--- config.mk ---
export PLATFORM = sky130hd
export DESIGN_NAME = seg7_symbol_sequencer
export DESIGN_NICKNAME = d
export VERILOG_FILES = /design/src/rtl/seg7_symbol_sequencer.sv
export SDC_FILE = /design/constraint.sdc
export NUM_CORES = 1
export LEC_CHECK = 0
export BUFFER_PORTS_ARGS = -buffer_cell sky130_fd_sc_hd__buf_2
export CAP_MARGIN = 25
export CORE_ASPECT_RATIO = 1.4
export CORE_MARGIN = 5
export CORE_UTILIZATION = 59
export DETAILED_ROUTE_END_ITERATION = 12
export PLACE_DENSITY = 0.78
export SLEW_MARGIN = 40
export SYNTH_ARGS = -nofsm -noshare
export SYNTH_HDL_FRONTEND = slang
export SYNTH_SLANG_ARGS = --single-unit
--- constraint.sdc ---
create_clock -name clk -period 2.4 [get_ports clk]
set_clock_uncertainty 0.05 [all_clocks]
set_input_delay 0.48 -clock clk [delete_from_list [all_inputs] [get_ports clk]]
set_output_delay 0.48 -clock clk [all_outputs]
set_load 0.02 [all_outputs]
--- src/rtl/seg7_symbol_sequencer.sv ---
// Steps symbol codes 0..NUM_SYMBOLS-1 out to the seg7 decoder, each held for a dwell
// with an optional blank gap between. Define SEG7_SEQ_LOOP_EN to repeat passes until stop.
module seg7_symbol_sequencer #(
   parameter int TICKS_PER_STEP = 10_000_000,
   parameter int GAP_TICKS      = 0,
   parameter int NUM_SYMBOLS    = 6
) (
   input  logic       clk,
   input  logic       rst,
   input  logic       start,
   input  logic       pause,
   input  logic       stop,
   output logic [3:0] digit,
   output logic       digit_valid,
   output logic       busy,
   output logic       done
);

   localparam int TMAX = (TICKS_PER_STEP > GAP_TICKS) ? TICKS_PER_STEP : GAP_TICKS;
   localparam int CMAX = (TMAX > 2) ? TMAX : 2;
   localparam int CW   = $clog2(CMAX);

   localparam logic [CW-1:0] STEP_LAST = CW'(TICKS_PER_STEP - 1);
   localparam logic [CW-1:0] GAP_LAST  = CW'(GAP_TICKS - 1);
   localparam logic [3:0]    LAST_IDX  = 4'(NUM_SYMBOLS - 1);
   localparam logic [3:0]    BLANK     = 4'hF;

   typedef enum logic [1:0] {
      IDLE,
      SHOW,
      GAP
   } state_t;

   state_t        state, state_n;
   logic [CW-1:0] cnt, cnt_n;
   logic [3:0]    idx, idx_n;
   logic [3:0]    digit_n;
   logic          valid_n, busy_n, done_n;
   logic          go_idle, pass_end;

   // Next-state and next-output logic; every output is registered so it follows its cause by one edge.
   always_comb begin
      state_n  = state;
      cnt_n    = cnt;
      idx_n    = idx;
      digit_n  = digit;
      valid_n  = digit_valid;
      busy_n   = busy;
      done_n   = 1'b0;
      go_idle  = 1'b0;
      pass_end = 1'b0;

      case (state)
         IDLE: begin
            // a start raised during the done cycle is deliberately not taken
            if (start && !stop && !done) begin
               state_n = SHOW;
               idx_n   = 4'd0;
               cnt_n   = '0;
               digit_n = 4'd0;
               valid_n = 1'b1;
               busy_n  = 1'b1;
            end
         end
         SHOW: begin
            if (stop) begin
               go_idle = 1'b1;
            end else if (!pause) begin
               if (cnt == STEP_LAST) begin
                  cnt_n = '0;
                  if (GAP_TICKS > 0) begin
                     state_n = GAP;
                     digit_n = BLANK;
                     valid_n = 1'b0;
                  end else if (idx < LAST_IDX) begin
                     idx_n   = idx + 4'd1;
                     digit_n = idx + 4'd1;
                  end else begin
                     pass_end = 1'b1;
                  end
               end else begin
                  cnt_n = cnt + CW'(1);
               end
            end
         end
         GAP: begin
            if (stop) begin
               go_idle = 1'b1;
            end else if (!pause) begin
               if (cnt == GAP_LAST) begin
                  cnt_n = '0;
                  if (idx < LAST_IDX) begin
                     state_n = SHOW;
                     idx_n   = idx + 4'd1;
                     digit_n = idx + 4'd1;
                     valid_n = 1'b1;
                  end else begin
                     pass_end = 1'b1;
                  end
               end else begin
                  cnt_n = cnt + CW'(1);
               end
            end
         end
         default: go_idle = 1'b1;
      endcase

      if (go_idle) begin
         state_n = IDLE;
         cnt_n   = '0;
         idx_n   = 4'd0;
         digit_n = BLANK;
         valid_n = 1'b0;
         busy_n  = 1'b0;
      end else if (pass_end) begin
         done_n = 1'b1;
         cnt_n  = '0;
         idx_n  = 4'd0;
`ifdef SEG7_SEQ_LOOP_EN
         state_n = SHOW;
         digit_n = 4'd0;
         valid_n = 1'b1;
         busy_n  = 1'b1;
`else
         state_n = IDLE;
         digit_n = BLANK;
         valid_n = 1'b0;
         busy_n  = 1'b0;
`endif
      end
   end

   // State and output registers with synchronous reset.
   always_ff @(posedge clk) begin
      if (rst) begin
         state       <= IDLE;
         cnt         <= '0;
         idx         <= 4'd0;
         digit       <= BLANK;
         digit_valid <= 1'b0;
         busy        <= 1'b0;
         done        <= 1'b0;
      end else begin
         state       <= state_n;
         cnt         <= cnt_n;
         idx         <= idx_n;
         digit       <= digit_n;
         digit_valid <= valid_n;
         busy        <= busy_n;
         done        <= done_n;
      end
   end

endmodule

==> reports/metrics.cfg, run 1 <==
[die]
start_util_pct=61.1
die_x_um=57.8
die_y_um=77.0
placementRows=24
num_io_pins=12
core_um2=3090
dieArea_um2=4450

[critical_path]
cp_top_family=simple AND/OR/NAND/NOR gates
crit_fanout=5
cp.required_ps=2520
path_cells=ha_1 > nand3_1 > nor4_4 > and3_1 > mux2_1 > a221o_1
reg2regPathDepth=6
worst-path-buf-inv=0
crit_cells=6
cpPeakStageDelay_ps=430
end_kind=register
critPathArrivalTime_ps=2350
reg2reg_to=digit[3]
worstSetupPathType=register to register
rr_startpoint=cnt[0]
critPathLaunchType=register
r2r_slack_ps=170
crit_slowest_cell=nor4_4
startpoint=cnt[0]

[yosys]
synth_cell_types=48
synth_edf_count=0
syn_inst=220
async_flop_share_pct=0
synth_top_family_by_area=simple AND/OR/NAND/NOR gates
synth_area_um2=1890
synth_seq_cells=34
yosys.area_share.simple_pct=34.9
synth_compound_area_share_pct=14.0
synth_xor_area_share_pct=8.34
synth.avg_cell_area_um2=8.59
synth_nets=228
synthMuxAreaShare_pct=0.596
synth_fa_ha_area_share_pct=1.99
seq_area_frac_synth_pct=36.0
yosys_warnings=0
synthFlopType=dfxtp_1

[clock_network]
cts_post_setup_buffers_inserted=0
cts_buffer_depth=2
numCtsBuffers=5
clock_latency_ps=290
hold_buffers=0
clock-sinks=34
ctsResizeCount=0
path_clk_slew_ps=60
cts_tree=built
h-tree-depth=2
clock-root-buffer=clkbuf_8

[sta]
rsz0062_at_grt=false
final_max_slew_viol_count=0
holdWs_ps=353
worst_slew_pin_slew_ps=615
max_freq_mhz=449
period_share_pct=92.8
slew_headroom_pct=58.4
fin_crit_ps=2230
final_hold_viol_count=0
setup_tns_ps=0
setup_viol=0

[pwr]
seqPwrFrac_pct=53.0
leakage_nw=0.735
switching_share_pct=24.1
switchingPower_mw=0.264
p_per_area_nw_per_um2=517
max-vdd-ir-drop_mv=0.436
clkPwrFrac_pct=37.9
p_int_mw=0.831
power_frac_comb_pct=9.1
finalPower_mw=1.10

[cells_and_area]
design_area_um2=2120
drive_gt1_share_pct=16.7
seqCellArea_um2=681
multi_input_area_um2=1130
num_antenna_cells=0
synthToLayoutAreaGrowth_pct=12.0
nFillCells=239
nNetsFinal=248

[detailed_routing]
post_drt_wl_per_cell_um=16.9
drc=0
finalWirelength_um=4690
vias=1821
drt-vias-per-instance=6.55
first_iter_violations=104
final_antenna_net_count=0
first_pass_iters=4

[global_route]
overflow=0
antenna_found_initial=0
grt_pass1_wl_um=8100
grt_pass1_vias=1789
track_usage_pct=23.0
grt_max_degree=18

[hold_path]
hold_path_end=done
whs_path_depth=2
hp-class=input pin to register
worstHoldStart=rst

[placed_design]
dp_hpwl_um=3490
portBuffers=11
gp_congestion=0.913
dpl-instance-area_um2=2040

[flow_run]
drv_cap=0

[run_status]
outcome=finished clean

==> cell usage in the layout, fill, tap and decap left out, types with 3 or more instances in the layout <==
master and count:
a211oi_1 3, a21oi_1 9, a311oi_1 5, a31oi_1 4
and3_1 6, and4_1 3, and4b_1 3, buf_2 11
buf_4 14, clkbuf_8 6, dfxtp_1 34, ha_1 3
inv_1 4, nand2_1 17, nand3_1 16, nand4_1 10
nand4b_1 4, nor2_1 26, nor3_1 4, nor3b_1 4
nor4_1 3, nor4b_1 3, o21ai_0 3, xnor2_1 10
xor2_1 8
==> how the worst max path moves through the flow <==
stage,endpoint
after floorplan,digit[3]
after global placement,cnt[23]
after detailed placement,cnt[23]
after CTS,digit[3]
after global routing,digit[3]
final,digit[3]
==> area by class of cell <==
| class | instances | share of cell area [%] |
|---|---|---|
| Multi-Input combinational cell | 170 | 53.4 |
| Tap cell | 39 | 2.30 |
| Timing Repair Buffer | 25 | 7.56 |
| Sequential cell | 34 | 32.1 |
| Clock buffer | 6 | 3.90 |
| Inverter | 4 | 0.709 |
==> power by group through the flow <==
stage	Sequential (mW)	Combinational, mW	Clock (mW)
after CTS	0.580	0.0988	0.422
after global routing	0.581	0.107	0.448
final	0.580	0.0995	0.415
after floorplan	0.600	0.0570	0
after detailed placement	0.593	0.0982	0
after global placement	0.592	0.0956	0
==> synth_stat cells (4+ instances only) <==
library cell | n | area [um^2]
nor3b_1 | 4 | 30.0
a31oi_1 | 4 | 25.0
dfxtp_1 | 34 | 681
buf_2 | 6 | 30.0
nor3_1 | 4 | 20.0
inv_1 | 4 | 15.0
nand4_1 | 10 | 62.6
nor2_1 | 26 | 97.6
a21oi_1 | 9 | 45.0
a311oi_1 | 5 | 43.8
xnor2_1 | 10 | 87.6
and3_1 | 6 | 37.5
xor2_1 | 8 | 70.1
nand4b_1 | 4 | 35.0
nand2_1 | 17 | 63.8
nand3_1 | 16 | 80.1
clkbuf_1 | 4 | 15.0
==> metal layers <==
layer / vias to the layer above / GRT usage, % / part of all wire, %
met5: - / 0 / 0
met1: 876 / 26.3 / 39
li1: 855 / - / -
met2: 70 / 37.9 / 52
met3: 20 / 5.88 / 5.4
met4: 0 / 12.5 / 3.7
==> registers in the layout (all words and copies together), names as in the netlist <==
register,count
busy,1
cnt,24
done,1
digit,4
idx,4
==> stage by stage <==
step / worst slack [ps] / util [%] / instances
4_1_cts: 177 / 68.5 / 278
3_3_place_gp: 208 / 65.8 / 272
2_1_floorplan: 213 / - / 220
3_5_place_dp: 161 / 65.8 / 272
6_report: 172 / 68.5 / 278
5_1_grt: 71.4 / 68.5 / 278
==> logic make-up (layout without fill, tap and decap cells) <==
family | after synthesis | in the layout
buffers and inverters | 16 | 35
and+or+nand+nor | 113 | 113
xor gates and xnor gates | 18 | 18
muxes | 1 | 1
adders and majority gates | 3 | 3
AOI/OAI and AO/OA | 35 | 35
DFF | 34 | 34
No activity file was read; power rests on OpenSTA's default activity.
==> run 2, diff against run 1 <==
CTS_BUF_LIST = sky130_fd_sc_hd__clkbuf_4   (was unset)
==> run 2 against run 1 <==
  * Fmax is 1.1% higher
  * Die area stayed put
  * Cell area is 1.9% lower
  * Worst hold slack worse by 69 ps
  * Worst setup slack better by 23 ps
  * Clock-buffer cell count is 1 lower
  * Final cell count stayed put
  * Via count is 2.0% lower
  * Critical path depth stayed put
  * Critical endpoint unchanged
==> reports/metrics.cfg, run 2 (synthesis results as in run 1) <==
[die]
core_um2=3090  ; unchanged
placementRows=24  ; unchanged
dieArea_um2=4450  ; unchanged
start_util_pct=61.1  ; unchanged
die_y_um=77.0  ; unchanged
die_x_um=57.8  ; unchanged
num_io_pins=12  ; unchanged

[pwr]
switchingPower_mw=0.255  ; was 0.264 mW
switching_share_pct=26.4  ; was 24.1%
seqPwrFrac_pct=60.1  ; was 53.0%
leakage_nw=0.716  ; was 0.735 nW
power_frac_comb_pct=10.3  ; was 9.1%
p_per_area_nw_per_um2=464  ; was 517 nW/um^2
p_int_mw=0.709  ; was 0.831 mW
finalPower_mw=0.964  ; was 1.10 mW
max-vdd-ir-drop_mv=0.390  ; was 0.436 mV
clkPwrFrac_pct=29.6  ; was 37.9%

[detailed_routing]
vias=1784  ; was 1821
drt-vias-per-instance=6.42  ; was 6.55
first_iter_violations=109  ; was 104
first_pass_iters=4  ; unchanged
finalWirelength_um=4660  ; was 4690 um
drc=0  ; unchanged
final_antenna_net_count=0  ; unchanged
post_drt_wl_per_cell_um=16.8  ; was 16.9 um

[clock_network]
hold_buffers=0  ; unchanged
path_clk_slew_ps=100  ; was 60 ps
cts_post_setup_buffers_inserted=0  ; unchanged
cts_buffer_depth=2  ; unchanged
cts_tree=built  ; unchanged
clock-root-buffer=clkbuf_4  ; was clkbuf_8
numCtsBuffers=5  ; unchanged
ctsResizeCount=0  ; unchanged
clock_latency_ps=350  ; was 290 ps
clock-sinks=34  ; unchanged
h-tree-depth=2  ; unchanged

[cells_and_area]
drive_gt1_share_pct=16.3  ; was 16.7%
num_antenna_cells=0  ; unchanged
final_cells=278  ; unchanged
multi_input_area_um2=1130  ; unchanged
largestRegisters=cnt (24), digit (4), idx (4)  ; unchanged
synthToLayoutAreaGrowth_pct=9.86  ; was 12.0%
nNetsFinal=248  ; unchanged
largest_reg_flops=24  ; unchanged
nFillCells=253  ; was 239
mostFrequentLayoutCell=dfxtp_1  ; unchanged
layout_common_cells=34 x dfxtp_1, 26 x nor2_1, 17 x nand2_1, 16 x nand3_1, 14 x buf_4  ; unchanged
regMostFlops=cnt  ; unchanged
seqCellArea_um2=681  ; unchanged

[global_route]
grt_pass1_vias=1810  ; was 1789
antenna_found_initial=0  ; unchanged
overflow=0  ; unchanged
grt_pass1_wl_um=7980  ; was 8100 um
track_usage_pct=22.8  ; was 23.0%
grt_max_degree=18  ; unchanged

[flow_run]
drv_cap=0  ; unchanged

[sta]
period_share_pct=91.9  ; was 92.8%
fin_crit_ps=2210  ; was 2230 ps
setup_ws_ps=195  ; was 172 ps
final_hold_viol_count=0  ; unchanged
rsz0062_at_grt=false  ; unchanged
setup_tns_ps=0  ; unchanged
final_max_slew_viol_count=0  ; unchanged
slew_headroom_pct=58.0  ; was 58.4%
worst_slew_pin_slew_ps=621  ; was 615 ps
max_freq_mhz=454  ; was 449 MHz
setup_viol=0  ; unchanged

[critical_path]
crit_fanout=5  ; unchanged
critPathLaunchType=register  ; unchanged
startpoint=cnt[0]  ; unchanged
r2r_slack_ps=190  ; was 170 ps
reg2reg_to=digit[3]  ; unchanged
rr_startpoint=cnt[0]  ; unchanged
end_kind=register  ; unchanged
cp.required_ps=2590  ; was 2520 ps
reg2regPathDepth=6  ; unchanged
critPathArrivalTime_ps=2390  ; was 2350 ps
worstSetupPathType=register to register  ; unchanged

[hold_path]
whs_path_depth=2  ; unchanged
hold_path_end=done  ; unchanged
hp-class=input pin to register  ; unchanged
worstHoldStart=rst  ; unchanged

[placed_design]
placed_cells=272  ; unchanged
dp_hpwl_um=3490  ; unchanged
gp_congestion=0.913  ; unchanged
portBuffers=11  ; unchanged
place_ws_ps=161  ; unchanged

[run_status]
outcome=finished clean  ; unchanged

## run 2: changes by cell type in the layout (fill, tap and decap cells not counted)
cell and change:
clkinv_1 +1, clkbuf_8 -6, clkbuf_4 +5
## run 2: layout make-up
| class | instances | share of cell area (%) |
|---|---|---|
| Sequential cell | 34 | 32.8 |
| Timing Repair Buffer | 25 | 7.71 |
| Inverter | 4 | 0.723 |
| Tap cell | 39 | 2.35 |
| Clock inverter | 1 | 0.181 |
| Multi-Input combinational cell | 170 | 54.5 |
| Clock buffer | 5 | 1.81 |
## run 2: power by group through the flow
stage               sequential [mW]  combinational [mW]  clock (mW)
global placement              0.592              0.0956           0
global route                  0.581               0.107       0.313
finish                        0.580              0.0991       0.285
floorplan                     0.600              0.0570           0
CTS                           0.580              0.0988       0.288
detailed placement            0.593              0.0982           0
## run 2: worst max-delay path: stages, from the launching register on
cell and delay (ps):
dfxtp_1 380, ha_1 230, nand3_1 170, nor4_4 420, and3_1 250, mux2_1 320
a221o_1 290
## run 2: routing by layer
metal | part of all wire [%] | vias to the layer above | wire length, um | global-route usage [%]
met5 | 0 | - | 0 | 0
met4 | 4.2 | 0 | 198 | 14.6
met3 | 6.3 | 19 | 293 | 6.55
met2 | 51 | 73 | 2390 | 36.8
met1 | 38 | 841 | 1780 | 25.5
li1 | - | 851 | - | -
## run 2: how the worst max path moves through the flow
stage | endpoint | slack (ps)
floorplan | digit[3] | 210
global placement | cnt[23] | 210
detailed placement | cnt[23] | 160
CTS | digit[3] | 190
global route | digit[3] | 40
finish | digit[3] | 190
## run 2: through the flow
step / util [%] / cell area [um^2] / hold slack, ps
3_5_place_dp: 65.8 / 2040 / 422
5_1_grt: 67.2 / 2080 / 292
2_1_floorplan: - / 1890 / 404
3_3_place_gp: 65.8 / 2040 / 410
6_report: 67.2 / 2080 / 284
4_1_cts: 67.2 / 2080 / 279
==> run 3, diff against run 2 <==
CELL_PAD_IN_SITES_DETAIL_PLACEMENT = 1   (was unset)
CELL_PAD_IN_SITES_GLOBAL_PLACEMENT = 2   (was unset)
CORE_UTILIZATION = 38   (was 59)
PLACE_DENSITY = unset   (was 0.78)
PLACE_DENSITY_LB_ADDON = 0.1   (was unset)
SKIP_CTS_REPAIR_TIMING = 1   (was unset)
==> run 3 against run 2 <==
  * Via count rose by 0.22%
  * Final cell count rose by 10%
  * Sequential cell count did not move
  * Cell area rose by 3.1%
  * Global-route usage fell by 6.0 points
  * Die area rose by 46%
  * Clock power rose by 12%
  * Combinational power rose by 7%
  * Largest cell class unchanged
  * Largest power group unchanged
==> reports/metrics.cfg, run 3 (synthesis results as in run 1) <==
[critical_path]
path_cells=ha_1 > nand3_1 > or2_2 > or4_1 > nor4_1  ; was ha_1 > nand3_1 > nor4_4 > and3_1 > mux2_1 > a221o_1
crit_fanout=5  ; unchanged
critPathLaunchType=register  ; unchanged
cpPeakStageDelay_ps=560  ; was 420 ps
critPathArrivalTime_ps=2410  ; was 2390 ps
cp.required_ps=2590  ; about the same
end_kind=register  ; unchanged
worstSetupPathType=register to register  ; unchanged
crit_slowest_cell=or4_1  ; was nor4_4

[die]
dieArea_um2=6510  ; was 4450 um^2
die_x_um=69.6  ; was 57.8 um
core_um2=4840  ; was 3090 um^2
die_y_um=93.5  ; was 77.0 um
start_util_pct=39.0  ; was 61.1%
placementRows=30  ; was 24
num_io_pins=12  ; unchanged

[sta]
setup_viol=0  ; unchanged
setup_ws_ps=176  ; was 195 ps
max_freq_mhz=450  ; was 454 MHz
final_max_slew_viol_count=0  ; unchanged
slew_headroom_pct=68.5  ; was 58.0%
rsz0062_at_grt=false  ; unchanged
final_hold_viol_count=0  ; unchanged
fin_crit_ps=2220  ; was 2210 ps
setup_tns_ps=0  ; unchanged
period_share_pct=92.6  ; was 91.9%
worst_slew_pin_slew_ps=473  ; was 621 ps

[clock_network]
clock-sinks=34  ; unchanged
h-tree-depth=2  ; unchanged
clock_latency_ps=340  ; was 350 ps
cts_tree=built  ; unchanged
numCtsBuffers=5  ; unchanged
clock-root-buffer=clkbuf_4  ; unchanged
cts_buffer_depth=2  ; unchanged
path_clk_slew_ps=110  ; was 100 ps

[cells_and_area]
design_area_um2=2140  ; was 2080 um^2
nFillCells=577  ; was 253
mostFrequentLayoutCell=dfxtp_1  ; unchanged
regMostFlops=cnt  ; unchanged
largestRegisters=cnt (24), digit (4), idx (4)  ; unchanged
layout_common_cells=34 x dfxtp_1, 26 x nor2_1, 17 x nand2_1, 16 x nand3_1, 14 x buf_4  ; unchanged
synthToLayoutAreaGrowth_pct=13.2  ; was 9.86%
seqCellArea_um2=681  ; unchanged
largest_reg_flops=24  ; unchanged
final_cells=306  ; was 278
fin_util_pct=44.2  ; was 67.2%
drive_gt1_share_pct=17.4  ; was 16.3%
nNetsFinal=249  ; was 248
multi_input_area_um2=1130  ; unchanged
num_antenna_cells=0  ; unchanged

[placed_design]
dpl-instance-area_um2=2090  ; was 2040 um^2
place_ws_ps=24.4  ; was 161 ps
dp_hpwl_um=4000  ; was 3490 um
gp_congestion=0.829  ; was 0.913
placed_cells=298  ; was 272
portBuffers=11  ; unchanged

[detailed_routing]
first_iter_violations=51  ; was 109
vias=1788  ; was 1784
first_pass_iters=4  ; unchanged
drc=0  ; unchanged
final_antenna_net_count=0  ; unchanged
post_drt_wl_per_cell_um=17.1  ; was 16.8 um
finalWirelength_um=5250  ; was 4660 um
drt-vias-per-instance=5.84  ; was 6.42

[pwr]
p_per_area_nw_per_um2=469  ; was 464 nW/um^2
max-vdd-ir-drop_mv=0.200  ; was 0.390 mV
leakage_nw=0.732  ; was 0.716 nW

[global_route]
track_usage_pct=16.8  ; was 22.8%
grt_max_degree=19  ; was 18
overflow=0  ; unchanged
grt_pass1_wl_um=8780  ; was 7980 um
antenna_found_initial=0  ; unchanged
grt_pass1_vias=1817  ; was 1810

[hold_path]
hp-class=input pin to register  ; unchanged

[flow_run]
drv_cap=0  ; unchanged

[run_status]
outcome=finished clean  ; unchanged

[run 3: per-layer routing]
layer  up-vias  wire length [um]  GRT usage, %
met4         0               115          6.71
met5         -                 0             0
met3        13               131          3.33
met1       881              2180          18.4
li1        865                 -             -
met2        29              2820          31.4
[run 3: where the power goes]
group | internal [mW] | switching [mW]
clock network | 0.121 | 0.197
registers | 0.573 | 0.00667
logic | 0.0395 | 0.0662
[run 3: worst max-delay path: cells and delay by family, from the launching register on]
family / cells / cell delay [ps]
simple gates: 4 / 1470
fa+ha+maj: 1 / 230
flops: 1 / 380
[run 3: final timing paths]
kind,depth (start not counted),start,slack [ps],endpoint
max,5,cnt[0],180,done
min,2,rst,310,done
max reg2reg,5,cnt[0],180,done
min reg2reg,2,cnt[1],440,cnt[1]
[run 3: layout make-up]
class                      count  share of cell area, %
multi-input combinational    170                   52.8
sequential                    34                   31.8
timing repair buffer          26                   8.42
tap                           64                   3.74
clock buffer                   6                   2.10
inverter                       4                  0.701
clock inverter                 2                  0.409
[run 3: per-stage QoR]
step / power (mW) / hold slack [ps]
floorplan: 0.657 / 404
global placement: 0.696 / 418
detailed placement: 0.698 / 427
CTS: 1.03 / 290
global route: 1.06 / 283
finish: 1.00 / 309
